`src/rtl/sevenseg_muxn_ca.sv`:
```
// sevenseg_muxn_ca: N-digit multiplexed common-anode 7-segment driver with hex decode, PWM dimming and frame-coherent input capture.
// Optional build macro: SEVENSEG_LZB_EN enables leading-zero blanking. Revision: 1.0
`default_nettype none

module sevenseg_muxn_ca #(
    parameter int F_CLK_HZ   = 50000000,
    parameter int REFRESH_HZ = 1000,
    parameter int NUM_DIGITS = 4,
    parameter int BRIGHT_W   = 3
) (
    input  logic                      clk,
    input  logic                      rst_n,
    input  logic [4*NUM_DIGITS-1:0]   digits_i,
    input  logic [NUM_DIGITS-1:0]     dp_in_i,
    input  logic [NUM_DIGITS-1:0]     blank_i,
    input  logic [BRIGHT_W-1:0]       brightness_i,
    output logic [6:0]                seg_o,
    output logic                      dp_o,
    output logic [NUM_DIGITS-1:0]     an_o,
    output logic                      frame_tick_o
);

    localparam int TICKS = F_CLK_HZ / REFRESH_HZ;
    localparam int DIV_W = $clog2(TICKS);
    localparam int SEL_W = $clog2(NUM_DIGITS);
    localparam int ON_W  = BRIGHT_W + DIV_W;

    logic [DIV_W-1:0]        div_q, div_d;
    logic [SEL_W-1:0]        sel_q, sel_d;
    logic [4*NUM_DIGITS-1:0] sh_digits_q;
    logic [NUM_DIGITS-1:0]   sh_dp_q;
    logic [NUM_DIGITS-1:0]   sh_blank_q;
    logic                    wrap_q;
    logic [6:0]              seg_q, seg_d;
    logic                    dp_q, dp_d;
    logic [NUM_DIGITS-1:0]   an_q, an_d;
    logic                    frame_tick_q;

    logic                    div_wrap, sel_wrap, frame_wrap;
    logic [ON_W-1:0]         bright_ext, on_prod, on_len;
    logic                    in_window, slot_blank, lit;
    logic [3:0]              nib_sel;
    logic [NUM_DIGITS-1:0]   eff_blank;

    function automatic logic [6:0] f_decode(input logic [3:0] nib);
        logic [6:0] code;
        case (nib)
            4'h0:    code = 7'b1000000;
            4'h1:    code = 7'b1111001;
            4'h2:    code = 7'b0100100;
            4'h3:    code = 7'b0110000;
            4'h4:    code = 7'b0011001;
            4'h5:    code = 7'b0010010;
            4'h6:    code = 7'b0000010;
            4'h7:    code = 7'b1111000;
            4'h8:    code = 7'b0000000;
            4'h9:    code = 7'b0010000;
            4'hA:    code = 7'b0001000;
            4'hB:    code = 7'b0000011;
            4'hC:    code = 7'b1000110;
            4'hD:    code = 7'b0100001;
            4'hE:    code = 7'b0000110;
            default: code = 7'b0001110;
        endcase
        return code;
    endfunction

    always_comb begin
        div_wrap   = (div_q == DIV_W'(TICKS - 1));
        sel_wrap   = (sel_q == SEL_W'(NUM_DIGITS - 1));
        frame_wrap = div_wrap && sel_wrap;
        div_d      = div_wrap ? '0 : div_q + DIV_W'(1);
        sel_d      = sel_q;
        if (div_wrap) begin
            sel_d = sel_wrap ? '0 : sel_q + SEL_W'(1);
        end
    end

    // Full-width product so the shift sees every bit of (brightness+1)*(TICKS-1).
    always_comb begin
        bright_ext = {{DIV_W{1'b0}}, brightness_i} + ON_W'(1);
        on_prod    = bright_ext * ON_W'(TICKS - 1);
        on_len     = on_prod >> BRIGHT_W;
        in_window  = (div_q != '0) && ({{BRIGHT_W{1'b0}}, div_q} <= on_len);
    end

`ifdef SEVENSEG_LZB_EN
    logic zero_run;
    always_comb begin
        eff_blank = sh_blank_q;
        zero_run  = 1'b1;
        for (int k = NUM_DIGITS - 1; k >= 1; k--) begin
            zero_run = zero_run && (sh_digits_q[4*k +: 4] == 4'h0) && !sh_dp_q[k];
            if (zero_run) begin
                eff_blank[k] = 1'b1;
            end
        end
    end
`else
    always_comb begin
        eff_blank = sh_blank_q;
    end
`endif

    // seg holds for the whole slot so it only moves while the anodes are all off.
    always_comb begin
        nib_sel    = sh_digits_q[{sel_q, 2'b00} +: 4];
        slot_blank = eff_blank[sel_q];
        lit        = in_window && !slot_blank;
        an_d       = '1;
        if (lit) begin
            an_d[sel_q] = 1'b0;
        end
        seg_d = slot_blank ? 7'h7F : f_decode(nib_sel);
        dp_d  = lit ? ~sh_dp_q[sel_q] : 1'b1;
    end

    always_ff @(posedge clk or negedge rst_n) begin
        if (!rst_n) begin
            div_q        <= '0;
            sel_q        <= '0;
            sh_digits_q  <= '0;
            sh_dp_q      <= '0;
            sh_blank_q   <= '1;
            wrap_q       <= 1'b0;
            seg_q        <= 7'h7F;
            dp_q         <= 1'b1;
            an_q         <= '1;
            frame_tick_q <= 1'b0;
        end else begin
            div_q        <= div_d;
            sel_q        <= sel_d;
            wrap_q       <= frame_wrap;
            seg_q        <= seg_d;
            dp_q         <= dp_d;
            an_q         <= an_d;
            frame_tick_q <= wrap_q;
            if (frame_wrap) begin
                sh_digits_q <= digits_i;
                sh_dp_q     <= dp_in_i;
                sh_blank_q  <= blank_i;
            end
        end
    end

    assign seg_o        = seg_q;
    assign dp_o         = dp_q;
    assign an_o         = an_q;
    assign frame_tick_o = frame_tick_q;

endmodule

`default_nettype wire

```
`config.mk`:
```
export PLATFORM = sky130hd
export DESIGN_NAME = sevenseg_muxn_ca
export DESIGN_NICKNAME = d
export VERILOG_FILES = /design/src/rtl/sevenseg_muxn_ca.sv
export SDC_FILE = /design/constraint.sdc
export NUM_CORES = 1
export LEC_CHECK = 0
export ABC_AREA = 1
export CELL_PAD_IN_SITES_DETAIL_PLACEMENT = 0
export CELL_PAD_IN_SITES_GLOBAL_PLACEMENT = 2
export CORE_ASPECT_RATIO = 1.75
export CORE_MARGIN = 1.5
export CORE_UTILIZATION = 34
export CTS_CLUSTER_DIAMETER = 100
export DETAILED_ROUTE_END_ITERATION = 6
export PLACE_DENSITY = 0.85
export RECOVER_POWER = 100
export SYNTH_ARGS = -nofsm -noshare
export SYNTH_HDL_FRONTEND = slang
export SYNTH_SLANG_ARGS = --single-unit
```
`constraint.sdc`:
```
create_clock -name clk -period 2.4 [get_ports clk]
set_input_delay 0.48 -clock clk [delete_from_list [all_inputs] [get_ports clk]]
set_output_delay 0.48 -clock clk [all_outputs]
set_load 0.005 [all_outputs]
```
**Yosys cells after proc, flatten, opt, wreduce, memory -nomap -nowiden**

Memory sizes are Yosys's and may differ from the RTL's.
Cells that the tools add are included.

- Bits in read-only memories: 112
- Output and inout port bits: 13
- Logic and storage cells: 40
- Register bits: 56
- Memories kept: 1
- Input port bits: 29

- $mul: 1
- $add $sub $neg: 3
- Shift operators: 1
- Mux-type cells: 11
- Equal/unequal tests: 2
- Bitwise logic cells: 2
- $lt $le $gt $ge: 3
- Reduce and logical (&&, ||, !) cells: 6

Memory list:

| memory | depth | width | rd ports | clocked after memory_dff | write ports | line | source |
|---|---|---|---|---|---|---|---|
| (name not given) | 16 | 7 | 1 | 0 | 0 | 47 | `case (nib)` |

Operator list:

| kind | count |
|---|---|
| $mul A4 B16 Y19 const B | 1 |
| $add A16 B1 Y16 const B | 1 |
| $eq A16 B16 Y1 const B | 1 |
| $le A16 B16 Y1 | 1 |
| $mux W16 | 1 |
| $reduce_bool A16 Y1 | 1 |
| $shiftx A16 B5 Y4 | 1 |
| $mux W7 | 1 |
| $add A3 B1 Y4 const B | 1 |
| $bmux W1 S2 | 2 |
| $logic_and A1 B1 Y1 | 4 |
| $mux W1 | 4 |
| $mux W4 | 1 |
| $not A4 Y4 | 1 |
| $lt A2 B3 Y1 const B | 1 |
| $add A2 B1 Y2 const B | 1 |
| $demux W1 S2 | 1 |
| $eq A2 B2 Y1 const B | 1 |
| $ge A2 B1 Y1 const B | 1 |
| $mux W2 | 1 |
| $logic_not A1 Y1 | 1 |
| $not A1 Y1 | 1 |

**Depth between registers and ports, before layout**

Gate-level depths: netlist of the first run.

- Depth after elaboration: 6
- Mapped depth: 24
- Depth with buffers taken out: 24

**Worst setup path after synthesis of the first run**

No wires, ideal clock.

- Kind: in2reg
- Start: input brightness_i[0]
- End: register dp_q, in the netlist dp_o
- Cell stages on the path: 21
- Slack: -1,843 ps
- Required time: 2,312 ps
- Buffers on the path: 0
- Arrival time: 4,155 ps
- Cells stage by stage: inv_1 > nor3_1 > fa_1 > fa_1 > inv_1 > fa_1 > a21o_1 > nand2_1 > nand2_1 > nand2_1 > nand2_1 > nand2_1 > nand2_1 > nand2_1 > nand2_1 > ha_1 > nand2_1 > nor3_1 > nand3_1 > nand2_1 > nand3_1

- Word-level cells in the longest chain between the ends: 6

Ends and longest elaborated chain:

| item | line | source |
|---|---|---|
| start, declared | 16 | `input logic [BRIGHT_W-1:0] brightness_i,` |
| $add A3 B1 Y4 | 81 | `bright_ext = {{DIV_W{1'b0}}, brightness_i} + ON_W'(1);` |
| $mul A4 B16 Y19 | 82 | `on_prod = bright_ext * ON_W'(TICKS - 1);` |
| $le A16 B16 Y1 | 84 | `in_window = (div_q != '0) && ({{BRIGHT_W{1'b0}}, div_q} <= on_len);` |
| $logic_and A1 B1 Y1 | 84 |  |
| $logic_and A1 B1 Y1 | 109 | `lit = in_window && !slot_blank;` |
| $mux W1 | 115 | `dp_d = lit ? ~sh_dp_q[sel_q] : 1'b1;` |
| via dp_d | 35 | `logic dp_q, dp_d;` |
| end signal, assigned | 135 | `dp_q <= dp_d;` |
| end, declared | 35 |  |

The timed path passes the listed nets, and every way through them passes these cells.
A chain may end at the register's enable or synchronous reset.

**Worst setup path after layout of the first run**

- Start: input brightness_i[1]
- End: register an_q[0], in the netlist an_o[0]

- Word-level cells in the longest chain between the ends: 6

Ends and longest elaborated chain:

| item | line | source |
|---|---|---|
| $add A3 B1 Y4 | 81 |  |
| $mul A4 B16 Y19 | 82 |  |
| $le A16 B16 Y1 | 84 |  |
| $logic_and A1 B1 Y1 | 84 |  |
| $logic_and A1 B1 Y1 | 109 |  |
| $mux W4 | 111 | `if (lit) begin` |
| via an_d[0] | 36 | `logic [NUM_DIGITS-1:0] an_q, an_d;` |
| end signal, assigned | 136 | `an_q <= an_d;` |
| end, declared | 36 |  |

The timed path passes the listed nets, and every way through them passes these cells.

==> results.toml, run 1 <==
[outcome]
outcome = "complete, but fails checks"
violations = "negative setup slack"

[finish]
area_delta_synth_final_pct = 33.8
post_route_cells_drive_above_1_share_pct = 25.6
diodes = 0
final_area_mm2 = 0.00558
nets = 728
finalNonFillerCells = 809

[timing]
rsz0062_at_grt = "yes"
period_share_pct = 161
setup_ws_ns = -1.47
worst_hold_slack_ns = 0.349
slew-limit-headroom_pct = 7.01
tightest_slew_ns = 1.39
max_freq_mhz = 258
fin_skew_ns = 0.00422
setup_viol = 5
finalSetupTns_ns = -7.31
min_period_ns = 3.87
hold_viol = 0
report.final.slew_viol_count = 0

[power]
p_sw_w = 0.000846
p_clk_share_pct = 27.5
p_per_area_mw_per_mm2 = 489
cellLeakagePower_nw = 2.71
peakVddDrop_mv = 0.493
power_frac_seq_pct = 34.6
p_int_w = 0.00188
swShare_pct = 31.0
power_frac_comb_pct = 38.0

[placement]
pre_cts_ws_ns = -2.41
numPortBuffers = 41
place_area_mm2 = 0.00519
dpl.hpwl_um = 9040
place_congestion = 0.858
place_inst = 799

[grt]
grt_max_degree = 57
track_usage_pct = 18.4
overflow = 0
antenna_found_initial = 0
grt_pass1_wl_um = 18500
grt_pass1_vias = 3895

[synth]
yosysUniqueCellTypes = 38
synth_area_mm2 = 0.00417
synth-async-reset-ratio_pct = 100
yosysTopAreaCell = "dfrtp_1"
synth_nets = 629
yosysWarnings = 0
ys.flop_type = "dfrtp_1"
synth.top_cell.area_share_pct = 24.0
synthTopCellsByArea = "dfrtp_1 (24%), ha_1 (16%), nand2_1 (15%)"
synth_edf_count = 0
synth-seq-area-share_pct = 34.1
synth.avg_cell_area_um2 = 7.67
synth-seq-cells = 56
netlist_instances = 544

[job]
drv_cap = 0

[min_path]
hp-start = "wrap_q"
hold_path_class = "reg2reg"

[critical_path]
r2r_start = "div_q[0]"
critPathCaptureType = "flip-flop"
worstSetupPathType = "in2reg"
cp_max_fo = 5
required_ns = 2.63
crit_start = "brightness_i[1]"
critPathLaunchType = "primary input"
worst_ep_arrival_time_ns = 4.10

[drt]
via_per_inst = 4.72
drc = 0
vias = 3819
ant_nets = 0
drt_wl_total_um = 11300
firstDrtPassIters = 6
drt_iter0_markers = 105
wl_per_cell_um = 14.0

[cts]
cts_hold_buffers = 0
clk_pin_slew_ns = 0.07
worstSkewPairLatency_ns = 0.29
cts_made_buffers = 5
cts_tree = "built"
clk_path_buf_depth = 2
cts-htree-levels = 2
clock-root-buffer = "clkbuf_16"
cts.sinks = 56

[die]
die_width_um = 86.7
die_area_mm2 = 0.0130
die_h_um = 150
row_count = 53
core_area_mm2 = 0.0120
initial_utilization_pct = 34.8
ios = 42
-- cell usage in the layout, fill, tap and decap left out, drive strengths merged --
cell,n
clkinv,3
nor2,44
xor2,8
o21ai,22
a21boi,1
nand2,188
o21bai,2
dlygate4sd3,13
a32oi,1
xnor2,5
a21o,2
dfstp,16
nor3,7
buf,60
or2,1
o211ai,3
nor4,2
clkinvlp,4
ha,52
nand4,9
a21oi,23
fa,4
o22ai,1
nand3,41
o21a,1
inv,58
nand3b,1
clkbuf,8
clkdlybuf4s50,24
dfrtp,40
-- worst max-delay path: stages --
cell and delay [ns]:
buf_8 0.09, clkinvlp_4 0.12, ha_4 0.31, inv_4 0.04
fa_2 0.59, inv_1 0.05, ha_1 0.32, ha_4 0.27
a21oi_2 0.22, o21ai_2 0.10, buf_6 0.13, buf_6 0.11
nand4_1 0.09, nand3_1 0.09, nand2_1 0.06, nand2_1 0.08
ha_4 0.27, nand4_1 0.12, nor3_4 0.23, nand2_1 0.08
nand2_2 0.08, nand2_4 0.09, nand3_2 0.08
-- cell usage after synthesis, types with 5 or more instances --
cell type / n
nand2_1: 164
xnor2_1: 5
xor2_1: 8
inv_1: 56
ha_1: 52
nand2_2: 22
o21ai_0: 19
nor2_1: 41
nor3_1: 7
dfstp_2: 16
nand4_1: 9
a21oi_1: 22
dfrtp_1: 40
nand3_1: 40
-- stage by stage --
step	total power, W	utilization (%)
2_1_floorplan	0.00142	-
5_1_grt	0.00290	46.5
3_5_place_dp	0.00185	43.2
3_3_place_gp	0.00183	43.2
6_report	0.00273	46.5
4_1_cts	0.00271	45.8
-- area by class of cell --
cell class | count | area [um^2]
clock buffer | 7 | 143
clock inverter | 1 | 7.51
inverter | 64 | 256
timing repair buffer | 98 | 847
multi-input combinational | 418 | 2700
tap | 165 | 206
fill | 1211 | 6420
sequential | 56 | 1420
-- path summary, 6_finish.rpt --
| path | depth (start not counted) | slack, ns | end |
|---|---|---|---|
| worst max-delay path | 23 | -1.47 | an_o[0] |
| worst min-delay path | 0 | 0.35 | frame_tick_o |
| worst max register to register | 9 | 0.05 | sh_dp_q[3] |
| worst min register to register | 0 | 0.35 | frame_tick_o |
| max in group asynchronous | 2 | 0.97 | sh_digits_q[5] |
| min in group asynchronous | 2 | 0.59 | sh_digits_q[2] |
-- repair_timing --
item,CTS,global route
resized for setup,49,20
setup endpoints to repair,5,5
pin swaps,12,15
buffers inserted,1,1
-- flip-flops by register name, indices dropped and copies added, names as in the netlist --
register,cells
sh_digits_q,16
wrap_q,1
sel_q,2
eff_blank,4
div_q,16
sh_dp_q,4
seg_o,7
dp_o,1
frame_tick_o,1
an_o,4
-- cell families after synthesis --
kind of cell	after synthesis	synth area share (%)
adders and majority gates	56	17.5
xor gates and xnor gates	13	2.73
DFF	56	34.1
and+or+nand+nor	293	30.9
AOI/OAI and AO/OA	56	7.47
buffers and inverters	70	7.38
-- power by group through the flow --
stage	Sequential (W)	Clock, W	Combinational, W
finish	0.000944	0.000750	0.00104
global placement	0.000962	0	0.000868
global route	0.000944	0.000805	0.00115
floorplan	0.000962	0	0.000454
detailed placement	0.000962	0	0.000887
CTS	0.000944	0.000780	0.000982
-- routing by layer --
layer  vias to the layer above  part of all wire, %  track usage [%]
met5                         -                    0                0
met4                         0                  3.8             8.55
met3                        24                  2.1             1.77
met2                        58                   60             38.2
met1                      1784                   34             17.1
li1                       1953                    -                -
(Power assumes the default switching activity.)
==> run 2: changes to the inputs <==
- SLEW_MARGIN: default -> 20
==> results of run 2 <==
The final DEF is identical to that of run 1; final timing and power are the same.
==> run 3: changes to the inputs <==
- PLACE_DENSITY: 0.85 -> 0.77
==> run 3 against run 2 <==
The flow still finishes with violations (negative setup slack). Count of clock-buffer cells in the layout stayed put. Setup slack better by 0.031 ns. Power is 3.7% lower. Clock skew rose by 0.0024 ns. Hold slack improved by 0.0037 ns. Sequential power hardly changed. Utilization fell by 0.85 points. Largest power group is now sequential cells.
==> results.toml, run 3 (synthesis gave the netlist of run 1 again) <==
[outcome]
outcome = "complete, but fails checks"
violations = "negative setup slack"

[power]
cellLeakagePower_nw = 2.71
p_sw_w = 0.000815
peakVddDrop_mv = 0.327
p_clk_share_pct = 28.5
p_int_w = 0.00181
p_total_w = 0.00263
power_frac_seq_pct = 35.9
power_frac_comb_pct = 35.6
swShare_pct = 31.0
p_per_area_mw_per_mm2 = 480

[die]
die_width_um = 86.7
die_area_mm2 = 0.0130
die_h_um = 150
row_count = 53
ios = 42
initial_utilization_pct = 34.8
core_area_mm2 = 0.0120

[timing]
period_share_pct = 160
report.final.slew_viol_count = 0
slew-limit-headroom_pct = 5.31
setup_viol = 5
tightest_slew_ns = 1.42
rsz0062_at_grt = "yes"
min_period_ns = 3.84
hold_viol = 0
finalSetupTns_ns = -7.15
setup_ws_ns = -1.44
max_freq_mhz = 260
fin_skew_ns = 0.00659

[critical_path]
worst_path_max_delay_cell = "fa_1"
r2r_setup_slack_ns = 0.16
cp_max_fo = 5
r2r_start = "div_q[0]"
worst_path_largest_cell_delay_ns = 0.54
critPathLaunchType = "primary input"
crit_start = "brightness_i[0]"
worst_ep_arrival_time_ns = 4.05
path_cells = "buf_8 > clkinvlp_4 > ha_4 > inv_4 > fa_1 > fa_1 > inv_2 > fa_2 > a21o_1 > nand2_1 > nand2_2 > nand2_2 > nand2_4 > nand2_2 > nand2_1 > nand2_1 > nand2_2 > ha_4 > a21oi_2 > o21ai_1 > a21oi_1 > nand2_1 > nand2_4 > nand3_2"
critPathCaptureType = "flip-flop"
required_ns = 2.61
worstSetupPathType = "in2reg"

[placement]
numPortBuffers = 41
pre_cts_ws_ns = -2.50
place_inst = 794
dpl.hpwl_um = 9350
place_congestion = 0.854

[grt]
overflow = 0
track_usage_pct = 19.2
grt_max_degree = 57
antenna_found_initial = 0
grt_pass1_vias = 3886
grt_pass1_wl_um = 18900

[cts]
clk_pin_slew_ns = 0.07
cts_hold_buffers = 0
cts_made_buffers = 5
clk_path_buf_depth = 2
worstSkewPairLatency_ns = 0.30
cts.sinks = 56
cts-htree-levels = 2
cts_tree = "built"
clock-root-buffer = "clkbuf_16"

[drt]
firstDrtPassIters = 4
drt_iter0_markers = 121
via_per_inst = 4.70
drt_wl_total_um = 11600
ant_nets = 0
wl_per_cell_um = 14.4
vias = 3792
drc = 0

[finish]
post_route_cells_drive_above_1_share_pct = 23.6
area_delta_synth_final_pct = 31.3
finalNonFillerCells = 806
fin_util_pct = 45.7
nets = 725
diodes = 0
final_cell_mix = "nand2_1 (152), inv_1 (52), buf_4 (51), ha_1 (48), nor2_1 (41)"
layout_commonest_cell = "nand2_1"
fillerInstances = 1237

[min_path]
hold_path_class = "reg2reg"
hp-start = "wrap_q"

[job]
drv_cap = 0
## run 3: worst paths after layout
| path | end | depth (start not counted) |
|---|---|---|
| setup / recovery | dp_o | 24 |
| hold / removal | frame_tick_o | 0 |
| setup reg to reg | sh_digits_q[1] | 9 |
| hold reg to reg | frame_tick_o | 0 |
| max in group asynchronous | div_q[2] | 2 |
| min in group asynchronous | sh_digits_q[3] | 2 |
## run 3: final cells by class
| class | instances | area (um^2) | share of cell area, % |
|---|---|---|---|
| multi-input cells | 418 | 2630 | 48.0 |
| flip-flops and latches | 56 | 1420 | 25.9 |
| repair buffers | 95 | 821 | 15.0 |
| inverters | 64 | 253 | 4.61 |
| well taps | 165 | 206 | 3.77 |
| clock buffers | 7 | 143 | 2.60 |
| clock inverters | 1 | 7.51 | 0.137 |
## run 3: what timing repair did
item / 4_1_cts / 5_1_grt
gates resized for setup: 46 / 15
pin swaps: 18 / 16
setup endpoints to repair: 5 / 5
setup buffers: 2 / 2
## run 3: power groups by stage
| stage | clock [W] | sequential [W] | combinational (W) |
|---|---|---|---|
| 2_1_floorplan | 0 | 0.000962 | 0.000454 |
| 3_3_place_gp | 0 | 0.000962 | 0.000845 |
| 3_5_place_dp | 0 | 0.000962 | 0.000849 |
| 4_1_cts | 0.000780 | 0.000944 | 0.000901 |
| 5_1_grt | 0.000807 | 0.000944 | 0.00106 |
| 6_report | 0.000749 | 0.000945 | 0.000935 |
## run 3: worst max-delay path: cells and delay by family
| family | cells | cell delay, ns |
|---|---|---|
| AO/OA/AOI/OAI | 4 | 0.50 |
| adder cells (fa/ha/maj) | 5 | 1.91 |
| buffers and inverters | 4 | 0.29 |
| AND/OR/NAND/NOR | 11 | 0.85 |
## run 3: routing by layer
metal | up-vias | GRT usage (%) | part of all wire, %
met5 | - | 0 | 0
met2 | 50 | 41.1 | 61
met4 | 0 | 7.50 | 2.9
met1 | 1780 | 17.2 | 34
met3 | 21 | 1.93 | 1.9
li1 | 1941 | - | -
## run 3: per-stage QoR
stage,hold slack [ns],instance area [um^2]
after global placement,0.335,5150
after floorplan,0.184,4220
after CTS,0.347,5450
final,0.352,5480
after global routing,0.357,5480
after detailed placement,0.340,5150
